===== config.mk =====
export PLATFORM = sky130hd
export DESIGN_NAME = alu_exec
export DESIGN_NICKNAME = d
export VERILOG_FILES = /design/src/rtl/alu_exec.sv
export SDC_FILE = /design/constraint.sdc
export NUM_CORES = 2
export LEC_CHECK = 0
export CAP_MARGIN = 15
export CORE_ASPECT_RATIO = 0.5
export CORE_MARGIN = 2
export CORE_UTILIZATION = 65
export CTS_BUF_LIST = sky130_fd_sc_hd__clkbuf_4 sky130_fd_sc_hd__clkbuf_8
export CTS_CLUSTER_DIAMETER = 40
export DETAILED_ROUTE_END_ITERATION = 10
export PLACE_DENSITY_LB_ADDON = 0.15
export SETUP_SLACK_MARGIN = 0.4
export SYNTH_ARGS = -nofsm -noshare
export SYNTH_HDL_FRONTEND = slang
export SYNTH_SLANG_ARGS = --single-unit

===== constraint.sdc =====
create_clock -name clk -period 11.08 [get_ports clk]
set_input_delay 2.216 -clock clk [delete_from_list [all_inputs] [get_ports clk]]
set_output_delay 2.216 -clock clk [all_outputs]
set_load 0.01 [all_outputs]

===== src/rtl/alu_exec.sv =====
`timescale 1ns/1ps
`default_nettype none
// ============================================================================
// Module   : alu_exec
// Purpose  : RV32IM execution unit. Single-cycle ALU/branch ops, a 2-stage
//            multiplier and a radix-2 restoring divider on one CDB lane.
// Revision : 1.0 - initial release
// ============================================================================
module alu_exec #(
    parameter int XLEN     = 32,
    parameter int ROB_BIT  = 4,
    parameter int OPT_W    = 6,
    parameter int DIV_ITER = 32
) (
    input  logic               clk,
    input  logic               rst,
    input  logic               rdy,
    input  logic               alu_rb,
    input  logic               alu_ena,
    input  logic [OPT_W-1:0]   alu_opt,
    input  logic [XLEN-1:0]    alu_val1,
    input  logic [XLEN-1:0]    alu_val2,
    input  logic [XLEN-1:0]    alu_imm,
    input  logic [ROB_BIT-1:0] alu_rob_idx,
    output logic               alu_busy,
    output logic               cdb_alu_valid,
    output logic [ROB_BIT-1:0] cdb_alu_src,
    output logic [XLEN-1:0]    cdb_alu_val,
    output logic               cdb_alu_taken
);

    localparam int SH_W  = $clog2(XLEN);
    localparam int CNT_W = $clog2(DIV_ITER);

    localparam logic [OPT_W-1:0] c_OPT_BEQ  = OPT_W'(5),  c_OPT_BNE   = OPT_W'(6),
                                 c_OPT_BLT  = OPT_W'(7),  c_OPT_BGE   = OPT_W'(8),
                                 c_OPT_BLTU = OPT_W'(9),  c_OPT_BGEU  = OPT_W'(10),
                                 c_OPT_ADDI = OPT_W'(19), c_OPT_SLTI  = OPT_W'(20),
                                 c_OPT_SLTIU = OPT_W'(21), c_OPT_XORI = OPT_W'(22),
                                 c_OPT_ORI  = OPT_W'(23), c_OPT_ANDI  = OPT_W'(24),
                                 c_OPT_SLLI = OPT_W'(25), c_OPT_SRLI  = OPT_W'(26),
                                 c_OPT_SRAI = OPT_W'(27), c_OPT_ADD   = OPT_W'(28),
                                 c_OPT_SUB  = OPT_W'(29), c_OPT_SLL   = OPT_W'(30),
                                 c_OPT_SLT  = OPT_W'(31), c_OPT_SLTU  = OPT_W'(32),
                                 c_OPT_XOR  = OPT_W'(33), c_OPT_SRL   = OPT_W'(34),
                                 c_OPT_SRA  = OPT_W'(35), c_OPT_OR    = OPT_W'(36),
                                 c_OPT_AND  = OPT_W'(37), c_OPT_MUL   = OPT_W'(38),
                                 c_OPT_MULH = OPT_W'(39), c_OPT_MULHSU = OPT_W'(40),
                                 c_OPT_MULHU = OPT_W'(41), c_OPT_DIV  = OPT_W'(42),
                                 c_OPT_DIVU = OPT_W'(43), c_OPT_REM   = OPT_W'(44),
                                 c_OPT_REMU = OPT_W'(45);

    localparam logic [XLEN-1:0] c_INT_MIN = {1'b1, {(XLEN-1){1'b0}}};

    typedef enum logic [1:0] {
        S_IDLE     = 2'd0,
        S_DIV_RUN  = 2'd1,
        S_DIV_DONE = 2'd2
    } state_t;

    state_t               r_state_q, w_state_d;
    logic                 r_cdb_valid_q, w_cdb_valid_d;
    logic [ROB_BIT-1:0]   r_cdb_src_q, w_cdb_src_d;
    logic [XLEN-1:0]      r_cdb_val_q, w_cdb_val_d;
    logic                 r_cdb_taken_q, w_cdb_taken_d;
    logic                 r_mul_vld_q, w_mul_vld_d;
    logic                 r_mul_hi_q, w_mul_hi_d;
    logic [ROB_BIT-1:0]   r_mul_tag_q, w_mul_tag_d;
    logic [2*XLEN-1:0]    r_mul_prod_q, w_mul_prod_d;
    logic [XLEN-1:0]      r_div_rem_q, w_div_rem_d;
    logic [XLEN-1:0]      r_div_quo_q, w_div_quo_d;
    logic [XLEN-1:0]      r_div_dvs_q, w_div_dvs_d;
    logic [XLEN-1:0]      r_div_dvd_q, w_div_dvd_d;
    logic [CNT_W-1:0]     r_div_cnt_q, w_div_cnt_d;
    logic [ROB_BIT-1:0]   r_div_tag_q, w_div_tag_d;
    logic                 r_div_negq_q, w_div_negq_d;
    logic                 r_div_negr_q, w_div_negr_d;
    logic                 r_div_isrem_q, w_div_isrem_d;
    logic                 r_div_zero_q, w_div_zero_d;
    logic                 r_div_ovf_q, w_div_ovf_d;

    logic                 w_is_itype, w_is_mul, w_is_div, w_div_sgn;
    logic                 w_busy_st, w_accept, w_alu_taken;
    logic [XLEN-1:0]      w_op2, w_alu_res;
    logic [SH_W-1:0]      w_shamt;
    logic [2*XLEN-1:0]    w_mul_a, w_mul_b;
    logic                 w_dvd_neg, w_dvs_neg, w_div_ge;
    logic [XLEN:0]        w_rem_sh, w_rem_sub;
    logic [XLEN-1:0]      w_rem_nxt, w_quo_nxt, w_quo_fin, w_rem_fin, w_div_res;

    always_comb begin
        w_is_itype = alu_opt inside {c_OPT_ADDI, c_OPT_SLTI, c_OPT_SLTIU, c_OPT_XORI,
                                     c_OPT_ORI, c_OPT_ANDI, c_OPT_SLLI, c_OPT_SRLI, c_OPT_SRAI};
        w_is_mul   = alu_opt inside {c_OPT_MUL, c_OPT_MULH, c_OPT_MULHSU, c_OPT_MULHU};
        w_is_div   = alu_opt inside {c_OPT_DIV, c_OPT_DIVU, c_OPT_REM, c_OPT_REMU};
        w_op2      = w_is_itype ? alu_imm : alu_val2;
        w_shamt    = w_op2[SH_W-1:0];
        w_alu_res   = alu_imm;
        w_alu_taken = 1'b0;
        case (alu_opt)
            c_OPT_ADD,  c_OPT_ADDI:  w_alu_res = alu_val1 + w_op2;
            c_OPT_SUB:               w_alu_res = alu_val1 - w_op2;
            c_OPT_SLL,  c_OPT_SLLI:  w_alu_res = alu_val1 << w_shamt;
            c_OPT_SLT,  c_OPT_SLTI:  w_alu_res = {{(XLEN-1){1'b0}}, $signed(alu_val1) < $signed(w_op2)};
            c_OPT_SLTU, c_OPT_SLTIU: w_alu_res = {{(XLEN-1){1'b0}}, alu_val1 < w_op2};
            c_OPT_XOR,  c_OPT_XORI:  w_alu_res = alu_val1 ^ w_op2;
            c_OPT_OR,   c_OPT_ORI:   w_alu_res = alu_val1 | w_op2;
            c_OPT_AND,  c_OPT_ANDI:  w_alu_res = alu_val1 & w_op2;
            c_OPT_SRL,  c_OPT_SRLI:  w_alu_res = alu_val1 >> w_shamt;
            c_OPT_SRA,  c_OPT_SRAI:  w_alu_res = $signed(alu_val1) >>> w_shamt;
            c_OPT_BEQ:  w_alu_taken = (alu_val1 == alu_val2);
            c_OPT_BNE:  w_alu_taken = (alu_val1 != alu_val2);
            c_OPT_BLT:  w_alu_taken = ($signed(alu_val1) <  $signed(alu_val2));
            c_OPT_BGE:  w_alu_taken = ($signed(alu_val1) >= $signed(alu_val2));
            c_OPT_BLTU: w_alu_taken = (alu_val1 <  alu_val2);
            c_OPT_BGEU: w_alu_taken = (alu_val1 >= alu_val2);
            default:    w_alu_res   = alu_imm;
        endcase

        // Sign-extend to 2*XLEN so the unsigned product's low 2*XLEN bits are exact
        w_mul_a = {{XLEN{(alu_opt == c_OPT_MULH || alu_opt == c_OPT_MULHSU) && alu_val1[XLEN-1]}}, alu_val1};
        w_mul_b = {{XLEN{(alu_opt == c_OPT_MULH) && alu_val2[XLEN-1]}}, alu_val2};

        w_div_sgn = alu_opt inside {c_OPT_DIV, c_OPT_REM};
        w_dvd_neg = w_div_sgn && alu_val1[XLEN-1];
        w_dvs_neg = w_div_sgn && alu_val2[XLEN-1];

        w_rem_sh  = {r_div_rem_q, r_div_quo_q[XLEN-1]};
        w_rem_sub = w_rem_sh - {1'b0, r_div_dvs_q};
        w_div_ge  = !w_rem_sub[XLEN];
        w_rem_nxt = w_div_ge ? w_rem_sub[XLEN-1:0] : w_rem_sh[XLEN-1:0];
        w_quo_nxt = {r_div_quo_q[XLEN-2:0], w_div_ge};
        if (r_div_zero_q) begin
            w_quo_fin = '1;
            w_rem_fin = r_div_dvd_q;
        end else if (r_div_ovf_q) begin
            w_quo_fin = c_INT_MIN;
            w_rem_fin = '0;
        end else begin
            w_quo_fin = r_div_negq_q ? -w_quo_nxt : w_quo_nxt;
            w_rem_fin = r_div_negr_q ? -w_rem_nxt : w_rem_nxt;
        end
        w_div_res = r_div_isrem_q ? w_rem_fin : w_quo_fin;
    end

    assign w_busy_st = r_mul_vld_q || (r_state_q == S_DIV_RUN);
    assign alu_busy  = w_busy_st || (alu_ena && (w_is_mul || w_is_div));
    assign w_accept  = alu_ena && !w_busy_st;

    always_comb begin
        w_state_d     = r_state_q;
        w_cdb_valid_d = r_cdb_valid_q;
        w_cdb_src_d   = r_cdb_src_q;
        w_cdb_val_d   = r_cdb_val_q;
        w_cdb_taken_d = r_cdb_taken_q;
        w_mul_vld_d   = r_mul_vld_q;
        w_mul_hi_d    = r_mul_hi_q;
        w_mul_tag_d   = r_mul_tag_q;
        w_mul_prod_d  = r_mul_prod_q;
        w_div_rem_d   = r_div_rem_q;
        w_div_quo_d   = r_div_quo_q;
        w_div_dvs_d   = r_div_dvs_q;
        w_div_dvd_d   = r_div_dvd_q;
        w_div_cnt_d   = r_div_cnt_q;
        w_div_tag_d   = r_div_tag_q;
        w_div_negq_d  = r_div_negq_q;
        w_div_negr_d  = r_div_negr_q;
        w_div_isrem_d = r_div_isrem_q;
        w_div_zero_d  = r_div_zero_q;
        w_div_ovf_d   = r_div_ovf_q;
        if (alu_rb) begin
            w_cdb_valid_d = 1'b0;
            w_mul_vld_d   = 1'b0;
            w_state_d     = S_IDLE;
        end else if (rdy) begin
            w_cdb_valid_d = 1'b0;
            w_mul_vld_d   = 1'b0;
            if (r_state_q == S_DIV_DONE) w_state_d = S_IDLE;
            if (r_mul_vld_q) begin
                w_cdb_valid_d = 1'b1;
                w_cdb_src_d   = r_mul_tag_q;
                w_cdb_val_d   = r_mul_hi_q ? r_mul_prod_q[2*XLEN-1:XLEN] : r_mul_prod_q[XLEN-1:0];
                w_cdb_taken_d = 1'b0;
            end
            if (r_state_q == S_DIV_RUN) begin
                w_div_rem_d = w_rem_nxt;
                w_div_quo_d = w_quo_nxt;
                w_div_cnt_d = r_div_cnt_q + CNT_W'(1);
                // Fix-up folds into the last step so the result lands on the CDB one cycle later
                if (r_div_cnt_q == CNT_W'(DIV_ITER-1)) begin
                    w_state_d     = S_DIV_DONE;
                    w_cdb_valid_d = 1'b1;
                    w_cdb_src_d   = r_div_tag_q;
                    w_cdb_val_d   = w_div_res;
                    w_cdb_taken_d = 1'b0;
                end
            end
            if (w_accept) begin
                if (w_is_mul) begin
                    w_mul_vld_d  = 1'b1;
                    w_mul_hi_d   = (alu_opt != c_OPT_MUL);
                    w_mul_tag_d  = alu_rob_idx;
                    w_mul_prod_d = w_mul_a * w_mul_b;
                end else if (w_is_div) begin
                    w_state_d     = S_DIV_RUN;
                    w_div_cnt_d   = '0;
                    w_div_rem_d   = '0;
                    w_div_quo_d   = w_dvd_neg ? -alu_val1 : alu_val1;
                    w_div_dvs_d   = w_dvs_neg ? -alu_val2 : alu_val2;
                    w_div_dvd_d   = alu_val1;
                    w_div_tag_d   = alu_rob_idx;
                    w_div_negq_d  = w_dvd_neg ^ w_dvs_neg;
                    w_div_negr_d  = w_dvd_neg;
                    w_div_isrem_d = (alu_opt == c_OPT_REM) || (alu_opt == c_OPT_REMU);
                    w_div_zero_d  = (alu_val2 == '0);
                    w_div_ovf_d   = w_div_sgn && (alu_val1 == c_INT_MIN) && (alu_val2 == '1);
                end else begin
                    w_cdb_valid_d = 1'b1;
                    w_cdb_src_d   = alu_rob_idx;
                    w_cdb_val_d   = w_alu_res;
                    w_cdb_taken_d = w_alu_taken;
                end
            end
        end
    end

    always_ff @(posedge clk or posedge rst) begin
        if (rst) begin
            r_state_q     <= S_IDLE;
            r_cdb_valid_q <= 1'b0;
            r_cdb_src_q   <= '0;
            r_cdb_val_q   <= '0;
            r_cdb_taken_q <= 1'b0;
            r_mul_vld_q   <= 1'b0;
            r_mul_hi_q    <= 1'b0;
            r_mul_tag_q   <= '0;
            r_mul_prod_q  <= '0;
            r_div_rem_q   <= '0;
            r_div_quo_q   <= '0;
            r_div_dvs_q   <= '0;
            r_div_dvd_q   <= '0;
            r_div_cnt_q   <= '0;
            r_div_tag_q   <= '0;
            r_div_negq_q  <= 1'b0;
            r_div_negr_q  <= 1'b0;
            r_div_isrem_q <= 1'b0;
            r_div_zero_q  <= 1'b0;
            r_div_ovf_q   <= 1'b0;
        end else begin
            r_state_q     <= w_state_d;
            r_cdb_valid_q <= w_cdb_valid_d;
            r_cdb_src_q   <= w_cdb_src_d;
            r_cdb_val_q   <= w_cdb_val_d;
            r_cdb_taken_q <= w_cdb_taken_d;
            r_mul_vld_q   <= w_mul_vld_d;
            r_mul_hi_q    <= w_mul_hi_d;
            r_mul_tag_q   <= w_mul_tag_d;
            r_mul_prod_q  <= w_mul_prod_d;
            r_div_rem_q   <= w_div_rem_d;
            r_div_quo_q   <= w_div_quo_d;
            r_div_dvs_q   <= w_div_dvs_d;
            r_div_dvd_q   <= w_div_dvd_d;
            r_div_cnt_q   <= w_div_cnt_d;
            r_div_tag_q   <= w_div_tag_d;
            r_div_negq_q  <= w_div_negq_d;
            r_div_negr_q  <= w_div_negr_d;
            r_div_isrem_q <= w_div_isrem_d;
            r_div_zero_q  <= w_div_zero_d;
            r_div_ovf_q   <= w_div_ovf_d;
        end
    end

    assign cdb_alu_valid = r_cdb_valid_q;
    assign cdb_alu_src   = r_cdb_src_q;
    assign cdb_alu_val   = r_cdb_val_q;
    assign cdb_alu_taken = r_cdb_taken_q;

    // Issuing into an occupied unit is an RS bug; the op is silently dropped in hardware
    a_no_issue_when_busy: assert property (@(posedge clk) disable iff (rst)
        !(rdy && !alu_rb && alu_ena && w_busy_st));

endmodule
`default_nettype wire

==> flow_summary_export.csv <==
group,metric,value,unit
run_status,status,"finished with violations",
run_status,violations,"design-rule violations",
yosys,ys_async_sr_fraction,100.0,%
cts,cts_root_buf,"clkbuf_8",
sta,period_share,95.15,%
critical_path,max_stage_delay,1.04,ns
routing,dr.pass1.iters,11,
floorplanning,coreArea,97700,um^2
cts,clkTransAtPathRegs,0.07,ns
critical_path,path_cells,"clkdlybuf4s50_1, buf_4, nand2_1, nor3_1, fa_1, fa_1, inv_1, fa_1, fa_1, inv_1, fa_1, fa_1, inv_1, fa_1, fa_1, inv_1, ha_1, and3_1, a221oi_2, o22a_1, a31oi_1, a21oi_2, xnor2_1, o21ai_0",
sta,setup_viol,0,
placement,post-place-cells,9134,
floorplanning,die_x,448.2,um
floorplanning,die_h,226.1,um
sta,hold_viol_final,0,
routing,wl_per_cell,31.18,um
cts,cts_buffer_depth,3,
critical_path,start_kind,"primary input",
cts,ctsHtreeMaxLevel,2,
sta,fin_hold_ws,0.4813,ns
routing,drt-total-wl,288300,um
cts,cts_sinks,252,
finish,layout-area-overhead-vs-synth,8.930,%
floorplanning,fp-row-count,81,
sta,final.setup.tns,0,ns
finish,drive_gt1_share,8.933,%
cts,holdBufCountCts,0,
global_route,grt.met2_usage,74.76,%
sta,tightestPinTransition,1.416,ns
routing,viasPerCell,6.871,
critical_path,critical_path_class,"in2reg",
critical_path,crit_slowest_cell,"nor3_1",
sta,fin_worst_skew,0.04453,ns
cts,clock_latency,0.64,ns
yosys,ys_types,101,
yosys,yosysWarnings,0,
global_route,antenna_found_initial,25,
yosys,synth_area_per_cell,8.300,um^2
finish,final_cells,9244,
routing,dr.first_iter.drc_count,9731,
worst_hold_path,min_path_type,"reg2reg",
global_route,overflow,0,
routing,drc,4,
global_route,grt_pass1_wl,416000,um
global_route,grt_use_met1,68.60,%
floorplanning,initial_core_util,65.62,%
yosys,syn_inst,7724,
placement,gp_congestion,1.140,
global_route,grt_pass1_vias,64236,
yosys,ys_ff_latch,252,
run,drv_cap,0,
sta,layout_min_cycle_time,10.54,ns
sta,slew_headroom,2.869,%
critical_path,cpMostUsedCell,"fa_1",
yosys,syn_nets,9375,
cts,cts_tree,"done",
sta,rsz0062_at_grt,"true",
global_route,busiest_layer,"met2",
placement,dp_hpwl,226300,um
floorplanning,design.die.area,101300,um^2
global_route,grt_start_max_net_pins,121,
global_route,grt_use_met3,34.62,%
critical_path,crit_fanout,16,
sta,slew_violations,0,
routing,num_vias,63518,
placement,portBuffers,149,
yosys,synth.yosys.seq_area_share,9.836,%
critical_path,cp.required,11.53,ns
yosys,synth.cell_area,64110,um^2
yosys,synth_ff_type,"dfrtp_1",
global_route,grt.total_usage,56.92,%
routing,ant_nets,0,
floorplanning,ioPinCount,150,
sta,max_freq,94.85,MHz
cts,cts_inserted_buffers,39,
critical_path,cp-end-kind,"register",
placement,place_ws,-0.2589,ns
critical_path,cp.arrival,10.99,ns
yosys,synth_edf_count,0,
sta,layout_setup_ws,0.5369,ns
finish,fin_nets,9503,
[layer usage]
metal	share of wire, %	wire (um)	up-vias
li1	-	-	25020
met1	34	96630	30759
met2	38	109300	5953
met3	19	55700	1750
met4	8.7	25200	36
met5	0.48	1385	-
[state kept, by name, summed over array words and instances (netlist names), 4 cells and up]
| name | cells |
|---|---|
| cdb_alu_src | 4 |
| r_div_dvs_q | 32 |
| cdb_alu_val | 32 |
| r_div_rem_q | 32 |
| r_div_dvd_q | 32 |
| r_div_cnt_q | 5 |
| r_div_tag_q | 4 |
| r_mul_prod_q | 64 |
| r_div_quo_q | 32 |
| r_mul_tag_q | 4 |
[cells in the mapped netlist (31+ instances only)]
master    number  area share, %
mux2_2        31           0.54
xnor2_1      150            2.0
nand3_1       85           0.66
nand2_1     1165            6.8
o21ai_0      446            3.5
dfrtp_1      252            9.8
inv_1       1326            7.8
buf_1        101           0.59
mux2i_1      113            1.8
xor2_1        58           0.79
o21a_1        36           0.42
a21o_1        93            1.1
a221oi_1      40           0.55
fa_1        1128             35
o22ai_1       58           0.57
a21oi_1      312            2.4
o211ai_1      47           0.55
o21bai_1      32           0.37
mux4_2        47            1.7
nor3_1        66           0.52
nand4_1       38           0.37
a31oi_1       58           0.57
nor2_1       647            3.8
clkbuf_1     369            2.2
ha_1         412            8.0
a211oi_1      34           0.40
o31ai_1       41           0.48
[cells in the final DEF (no fill, tap or decap), types with 65 or more instances in the layout]
cell,netlist,layout
mux2i_1,113,112
xnor2_1,150,150
nand3_1,85,84
clkdlybuf4s50_1,0,116
dfrtp_1,252,251
ha_1,412,412
fa_1,1128,1124
inv_1,1326,1322
nor3_1,66,65
buf_4,3,412
a21oi_1,312,307
nor2_1,647,644
o21ai_0,446,441
nand2_1,1165,1162
a21o_1,93,93
[critical path, delay by kind of cell]
family                     cells  cell delay (ns)
and+or+nand+nor                3             1.56
AOI/OAI and AO/OA              5             0.96
xor gates and xnor gates       1             0.14
adders and majority gates      9             4.52
buffers and inverters          6             1.55
[through the flow]
stage               utilization, %  cell area (um^2)
floorplan                        -             64120
global route                 71.40             69760
CTS                          71.27             69630
global placement             70.37             68750
detailed placement           70.39             68770
finish                       71.48             69840
[path summary, 6_finish.rpt]
path | from | to | slack, ns | cells after the start
hold reg to reg | r_mul_prod_q[29] | r_mul_prod_q[29] | 0.48 | 2
setup / recovery | alu_val2[23] | r_mul_prod_q[63] | 0.54 | 24
hold / removal | r_mul_prod_q[29] | r_mul_prod_q[29] | 0.48 | 2
max in group asynchronous | rst | r_div_dvs_q[19] | 7.23 | 3
min in group asynchronous | rst | r_div_cnt_q[3] | 2.13 | 2
setup reg to reg | r_div_dvs_q[0] | cdb_alu_val[26] | 3.51 | 25
[kinds of logic (layout without fill, tap and decap cells)]
family | count (synthesis) | count (layout) | synth area share [%]
AO/OA/AOI/OAI | 1453 | 1453 | 14.45
XOR/XNOR | 208 | 208 | 2.841
adder cells (fa/ha/maj) | 1540 | 1540 | 43.26
buffers and inverters | 1839 | 1996 | 10.86
flip-flops | 252 | 252 | 9.836
multiplexers | 193 | 193 | 4.016
other | 0 | 35 | 0
AND/OR/NAND/NOR | 2239 | 2239 | 14.74
[layout make-up]
class | count | area (um^2)
Clock inverter | 10 | 96.34
Sequential cell | 252 | 6307
Multi-Input combinational cell | 5633 | 51060
Inverter | 1344 | 5059
Fill cell | 7302 | 27860
Clock buffer | 60 | 750.7
Timing Repair Buffer | 582 | 4818
Antenna cell | 35 | 87.58
Tap cell | 1328 | 1662
[what timing repair did]
item	4_1_cts	5_1_grt
hold endpoints to repair	0	0
gates resized for setup	2	30
pin swaps	0	13
setup buffers	0	2
setup endpoints to repair	2	15
Power is not shown: default switching activity piles up to over one toggle a cycle in this logic, so the estimate is an artifact.
